$ cat config.mk
export PLATFORM = sky130hd
export DESIGN_NAME = muldiv_ctrl
export DESIGN_NICKNAME = d
export VERILOG_FILES = /design/src/rtl/muldiv_pkg.sv /design/src/rtl/muldiv_ctrl_rr_arb2.sv /design/src/rtl/muldiv_ctrl.sv
export SDC_FILE = /design/constraint.sdc
export NUM_CORES = 1
export LEC_CHECK = 0
export ABC_AREA = 1
export ABC_CLOCK_PERIOD_IN_PS = 2400
export BUFFER_PORTS_ARGS = -buffer_cell sky130_fd_sc_hd__buf_2
export CORE_MARGIN = 2
export CORE_UTILIZATION = 51
export CTS_CLUSTER_SIZE = 8
export DETAILED_ROUTE_END_ITERATION = 7
export PLACE_DENSITY = 0.78
export SYNTH_ARGS = -nofsm -noshare
export SYNTH_HDL_FRONTEND = slang
export SYNTH_SLANG_ARGS = --single-unit
export TNS_END_PERCENT = 100
$ cat constraint.sdc
create_clock -name clk -period 2.4 [get_ports clk]
set_input_delay 0.12 -clock clk [delete_from_list [all_inputs] [get_ports clk]]
set_output_delay 0.12 -clock clk [all_outputs]
set_load 0.02 [all_outputs]
$ cat src/rtl/muldiv_pkg.sv
// muldiv_pkg: shared types and helpers for the multiply/divide issue controller.
// Contents: FSM state enum, latched operation-control struct, latency-select function.
// No ports; imported by muldiv_ctrl and rr_arb2.
package muldiv_pkg;

  typedef enum logic [1:0] {
    IDLE = 2'd0,
    EXEC = 2'd1,
    HOLD = 2'd2
  } state_t;

  // Latency counter width; every configured latency must fit below 2**CNT_W.
  localparam int CNT_W = 8;

  // Operation controls captured at issue. The requester tag lives beside this
  // in the controller because its width is chosen per instance.
  typedef struct packed {
    logic fdiv;
    logic db;
    logic src;
  } op_t;

  // Unit latency for an operation: multiply, double divide or single divide.
  function automatic logic [CNT_W-1:0] lat_sel(input logic fdiv, input logic db,
                                               input int mul_lat, input int div_lat_d,
                                               input int div_lat_s);
    int l;
    if (!fdiv)   l = mul_lat;
    else if (db) l = div_lat_d;
    else         l = div_lat_s;
    return CNT_W'(l);
  endfunction

endpackage

$ cat src/rtl/muldiv_ctrl_rr_arb2.sv
// rr_arb2: two-requester round-robin arbiter with a single priority pointer.
// Ports: clk/rst, valid0/valid1 requests, update (a grant was taken this cycle),
//        ready0/ready1 eligibility (never a function of the requester's own valid), grant index.
module rr_arb2
  import muldiv_pkg::*;
(
  input  logic clk,
  input  logic rst,
  input  logic valid0,
  input  logic valid1,
  input  logic update,
  output logic ready0,
  output logic ready1,
  output logic grant
);

  logic ptr;

  // A requester is eligible when it holds priority or the other one is idle.
  // With both valid only the pointer's requester is eligible, so at most one
  // handshake can occur per cycle.
  assign ready0 = !ptr || !valid1;
  assign ready1 = ptr || !valid0;
  assign grant  = (valid0 && ready0) ? 1'b0 : 1'b1;

  // After any grant the other requester gets priority (covers both the
  // contended flip and the single-requester "loser" rule).
  always_ff @(posedge clk or posedge rst) begin
    if (rst)         ptr <= 1'b0;
    else if (update) ptr <= ~grant;
  end

endmodule

$ cat src/rtl/muldiv_ctrl.sv
// muldiv_ctrl: issue/completion controller for the shared FP multiply/divide unit.
// Ports: two req valid/ready ports (fdiv, db, tag), unit_start/unit_sel/unit_fdiv/unit_db to the
//        unit, res_load strobe, res valid/ready port (tag, src, fdiv), busy. Latency: start is
//        combinational on accept, res_load LAT cycles later, res_valid one cycle after that.
//        Optional MULDIV_CTRL_FAST_ISSUE_EN: accept a new op in the same cycle the result is consumed.
module muldiv_ctrl
  import muldiv_pkg::*;
#(
  parameter int MUL_LAT   = 4,
  parameter int DIV_LAT_D = 14,
  parameter int DIV_LAT_S = 8,
  parameter int TAG_W     = 3
) (
  input  logic             clk,
  input  logic             rst,
  input  logic             req0_valid,
  output logic             req0_ready,
  input  logic             req0_fdiv,
  input  logic             req0_db,
  input  logic [TAG_W-1:0] req0_tag,
  input  logic             req1_valid,
  output logic             req1_ready,
  input  logic             req1_fdiv,
  input  logic             req1_db,
  input  logic [TAG_W-1:0] req1_tag,
  output logic             unit_start,
  output logic             unit_sel,
  output logic             unit_fdiv,
  output logic             unit_db,
  output logic             res_load,
  output logic             res_valid,
  input  logic             res_ready,
  output logic [TAG_W-1:0] res_tag,
  output logic             res_src,
  output logic             res_fdiv,
  output logic             busy
);

  state_t           state;
  logic [CNT_W-1:0] cnt;
  op_t              op;
  logic [TAG_W-1:0] op_tag;

  logic             arb_ready0, arb_ready1, grant;
  logic             can_accept, accept, consume;
  logic             sel_fdiv, sel_db;
  logic [TAG_W-1:0] sel_tag;

  assign consume = res_valid && res_ready;

  // Reset gates ready so nothing can be issued while rst is held.
`ifdef MULDIV_CTRL_FAST_ISSUE_EN
  assign can_accept = !rst && ((state == IDLE) || (state == HOLD && consume));
`else
  assign can_accept = !rst && (state == IDLE);
`endif

  rr_arb2 u_arb (
    .clk    (clk),
    .rst    (rst),
    .valid0 (req0_valid),
    .valid1 (req1_valid),
    .update (accept),
    .ready0 (arb_ready0),
    .ready1 (arb_ready1),
    .grant  (grant)
  );

  assign req0_ready = can_accept && arb_ready0;
  assign req1_ready = can_accept && arb_ready1;
  assign accept     = (req0_valid && req0_ready) || (req1_valid && req1_ready);

  assign sel_fdiv = grant ? req1_fdiv : req0_fdiv;
  assign sel_db   = grant ? req1_db   : req0_db;
  assign sel_tag  = grant ? req1_tag  : req0_tag;

  assign unit_start = accept;
  assign unit_sel   = accept & grant;
  assign unit_fdiv  = op.fdiv;
  assign unit_db    = op.db;
  assign res_tag    = op_tag;
  assign res_src    = op.src;
  assign res_fdiv   = op.fdiv;
  assign busy       = (state != IDLE);

  always_ff @(posedge clk or posedge rst) begin
    if (rst) begin
      state     <= IDLE;
      cnt       <= '0;
      op        <= '0;
      op_tag    <= '0;
      res_load  <= 1'b0;
      res_valid <= 1'b0;
    end else begin
      res_load <= 1'b0;
      if (accept) begin
        op     <= '{fdiv: sel_fdiv, db: sel_db, src: grant};
        op_tag <= sel_tag;
        cnt    <= lat_sel(sel_fdiv, sel_db, MUL_LAT, DIV_LAT_D, DIV_LAT_S) - CNT_W'(1);
      end
      case (state)
        IDLE: if (accept) state <= EXEC;
        EXEC: begin
          // Counter was loaded with LAT-1, so reaching 1 lands res_load on issue+LAT.
          if (cnt == CNT_W'(1)) begin
            res_load <= 1'b1;
            cnt      <= '0;
            state    <= HOLD;
          end else begin
            cnt <= cnt - CNT_W'(1);
          end
        end
        HOLD: begin
          // The result register is only valid the cycle after the capture strobe.
          if (res_load) res_valid <= 1'b1;
          if (consume) begin
            res_valid <= 1'b0;
            state     <= accept ? EXEC : IDLE;
          end
        end
        default: state <= IDLE;
      endcase
    end
  end

endmodule

==> results.cfg <==
[clock_tree]
cts.root.buffer_cell = sky130_fd_sc_hd__clkbuf_4
cts_htree_levels = 1
cts_tree = built
path_clk_slew_ps = 100
cts_hold_buf = 1
clk_path_buf_depth = 2
cts_sinks = 19
postCtsResizedCells = 0
clkLatencyLatePin_ps = 300
post_cts_buffers = 0
clock_buffers_created_by_tritoncts = 3

[timing]
slew-limit-headroom_pct = 71.3
setup-tns-final_ps = 0
final_count_of_pins_violating_max_slew = 0
final_worst_path_period_need_ps = 1840
final_min_period_over_clock_period_pct = 76.8
final-setup-viol-count = 0
worst_hold_slack_ps = 68.7
fmax_mhz = 542
worstMarginPinSlew_ps = 430
setup_repair_after_global_routing_missed_its_margin = false
clock-skew-final_ps = 7.06
final-hold-violation-count = 0

[yosys]
yosys_warnings = 0
number_of_synthesized_flops_with_an_enable_pin = 0
ys_types = 21
synthCells = 148
synthDominantAreaCellType = sky130_fd_sc_hd__dfrtp_1
synth_flop_cell = sky130_fd_sc_hd__dfrtp_1
synth_async_sr_flop_share_pct = 100
yosysTopAreaCellShare_pct = 44.3
synth.cell_area_sq_um = 1070
ys_seq_elements = 19
seq_area_frac_synth_pct = 44.3
post_synth_main_area_contributors = sky130_fd_sc_hd__dfrtp_1, sky130_fd_sc_hd__nand2_1, sky130_fd_sc_hd__inv_1
synth.net_count = 165
syn-mean-instance-area_sq_um = 7.25

[placed_design]
port_buffers = 28
place_congestion = 0.840
place.detailed.instances = 203
dp_hpwl_microns = 1820

[critical_path]
required_ps = 2280
r2r-end = cnt[2]
timing.reg2reg.setup_slack_ps = 1040
timing.critical_path.to_type = output port
worstSetupPathType = in -> out
cp.arrival_ps = 1720
start_kind = input pin
worst-r2r-cell-count = 7
worstPathMaxFanout = 11
critical_path.reg2reg.startpoint = cnt[1]

[layout]
area.sequential_sq_um = 475
layout.cells.most_common = sky130_fd_sc_hd__nand2_1
nFillCells = 163
fraction_of_final_layout_cells_sized_beyond_drive_strength_1_pct = 21.5
multi_input_comb_area_sq_um = 503
layoutNonFillerInstCount = 208
layout.cells.most_common_list = sky130_fd_sc_hd__nand2_1, sky130_fd_sc_hd__buf_2, sky130_fd_sc_hd__inv_1, sky130_fd_sc_hd__dfrtp_1, sky130_fd_sc_hd__nor2_1
area_growth_syn_to_layout_pct = 19.6
final_net_count = 199
num_antenna_cells = 0

[die]
core_sq_um = 1980
chipHeight_microns = 49.9
design.portCount = 29
floorplan.die_area_sq_um = 2490
overall_die_width_microns = 49.9
initial_utilization_pct = 54.1
number_of_cell_rows = 16

[route]
drt-initial-drc-count = 25
route.detailed.wl_per_inst_microns = 11.1
drt-vias-per-instance = 4.97
drt_first_pass_iters = 4
drc = 0
ant_nets = 0
drt_wl_total_microns = 2310
vias_after_detailed_routing = 1034

[worst_hold_path]
beginning_of_the_worst_hold_path = res_ready
min_to = res_valid
min_path_type = in -> reg
min_path_cells = 4

[global_routing]
grt-ovfl-total = 0
antenna_found_initial = 0
first_global_vias = 969
grt_first_pass_wirelength_microns = 3930
grt_max_degree = 12
grtUsageTotal_pct = 20.6

[power]
vdd.ir_drop.worst_mv = 0.737
pwr-share-clk_pct = 10.8
sequentialPowerShare_pct = 35.4
power.internal_w = 0.000798
net-switching-power_w = 0.000749
cellLeakagePower_nw = 0.735
combPwrFrac_pct = 53.9
power_density_over_cell_area_nw_per_um2 = 1210
p_sw_share_pct = 48.4

[run_status]
run_status = finished clean

[run]
max_cap_violations = 0
-- power groups by stage --
stage,registers (W),logic (W),clock network [W]
floorplan,0.000601,0.000564,0
global placement,0.000546,0.000806,0
detailed placement,0.000554,0.000829,0
CTS,0.000545,0.000837,0.000166
global route,0.000563,0.000938,0.000178
finish,0.000547,0.000833,0.000166
-- synthesized netlist by cell type, types with 2 or more instances --
cell type / number
sky130_fd_sc_hd__inv_1: 19
sky130_fd_sc_hd__a21oi_1: 5
sky130_fd_sc_hd__nor2_1: 18
sky130_fd_sc_hd__o21ai_0: 5
sky130_fd_sc_hd__o21ai_1: 6
sky130_fd_sc_hd__nand3_1: 13
sky130_fd_sc_hd__ha_1: 2
sky130_fd_sc_hd__xor2_1: 2
sky130_fd_sc_hd__nand2_1: 46
sky130_fd_sc_hd__dfrtp_1: 19
sky130_fd_sc_hd__inv_2: 3
-- worst max-delay path, stage by stage --
cell and delay, ps:
sky130_fd_sc_hd__dlygate4sd3_1 530, sky130_fd_sc_hd__buf_2 120, sky130_fd_sc_hd__inv_1 320, sky130_fd_sc_hd__nand2_1 180
sky130_fd_sc_hd__a211oi_2 240, sky130_fd_sc_hd__buf_2 220
-- layer usage --
| metal | vias up | routed length (microns) | GRT usage [%] |
|---|---|---|---|
| li1 | 528 | - | - |
| met1 | 473 | 1040 | 26.7 |
| met2 | 26 | 1140 | 34.4 |
| met3 | 7 | 89 | 3.03 |
| met4 | 0 | 46 | 7.87 |
| met5 | - | 0 | 0 |
-- layout make-up --
| class | instances | area share [%] |
|---|---|---|
| Tap cell | 27 | 2.63 |
| Multi-Input combinational cell | 105 | 39.2 |
| Clock buffer | 4 | 2.05 |
| Sequential cell | 19 | 37.1 |
| Inverter | 23 | 6.73 |
| Timing Repair Buffer | 30 | 12.3 |
-- kinds of logic (layout without fill, tap and decap cells) --
group / count (synthesis) / count (layout) / share of synthesized area, %
fa+ha+maj: 2 / 2 / 2.33
flops: 19 / 19 / 44.3
simple gates: 82 / 82 / 33.0
compound gates: 19 / 19 / 9.92
xor+xnor: 2 / 2 / 1.63
buf+inv: 24 / 57 / 8.75
-- worst max path at each step --
| stage | startpoint | to | slack [ps] |
|---|---|---|---|
| after floorplan | rst | u_arb.ptr | 980 |
| after global placement | state[1] | cnt[2] | 1120 |
| after detailed placement | rst | unit_sel | 1070 |
| after CTS | rst | unit_sel | 530 |
| after global routing | rst | unit_sel | 410 |
| final | rst | unit_sel | 560 |
-- registers in the layout, summed over array words and instances (netlist names) --
signal,cells
cnt,8
res_fdiv,1
res_load,1
res_src,1
res_tag,3
res_valid,1
state,2
u_arb.ptr,1
unit_db,1
-- per-stage QoR --
step / power [W] / worst slack, ps / area (sq um) / util [%]
after floorplan: 0.00117 / 984 / 1070 / -
after global placement: 0.00135 / 1120 / 1250 / 62.9
after detailed placement: 0.00138 / 1070 / 1250 / 62.9
after CTS: 0.00155 / 527 / 1280 / 64.7
after global routing: 0.00168 / 409 / 1280 / 64.7
final: 0.00155 / 556 / 1280 / 64.7
No activity file was read; power rests on OpenSTA's default activity.
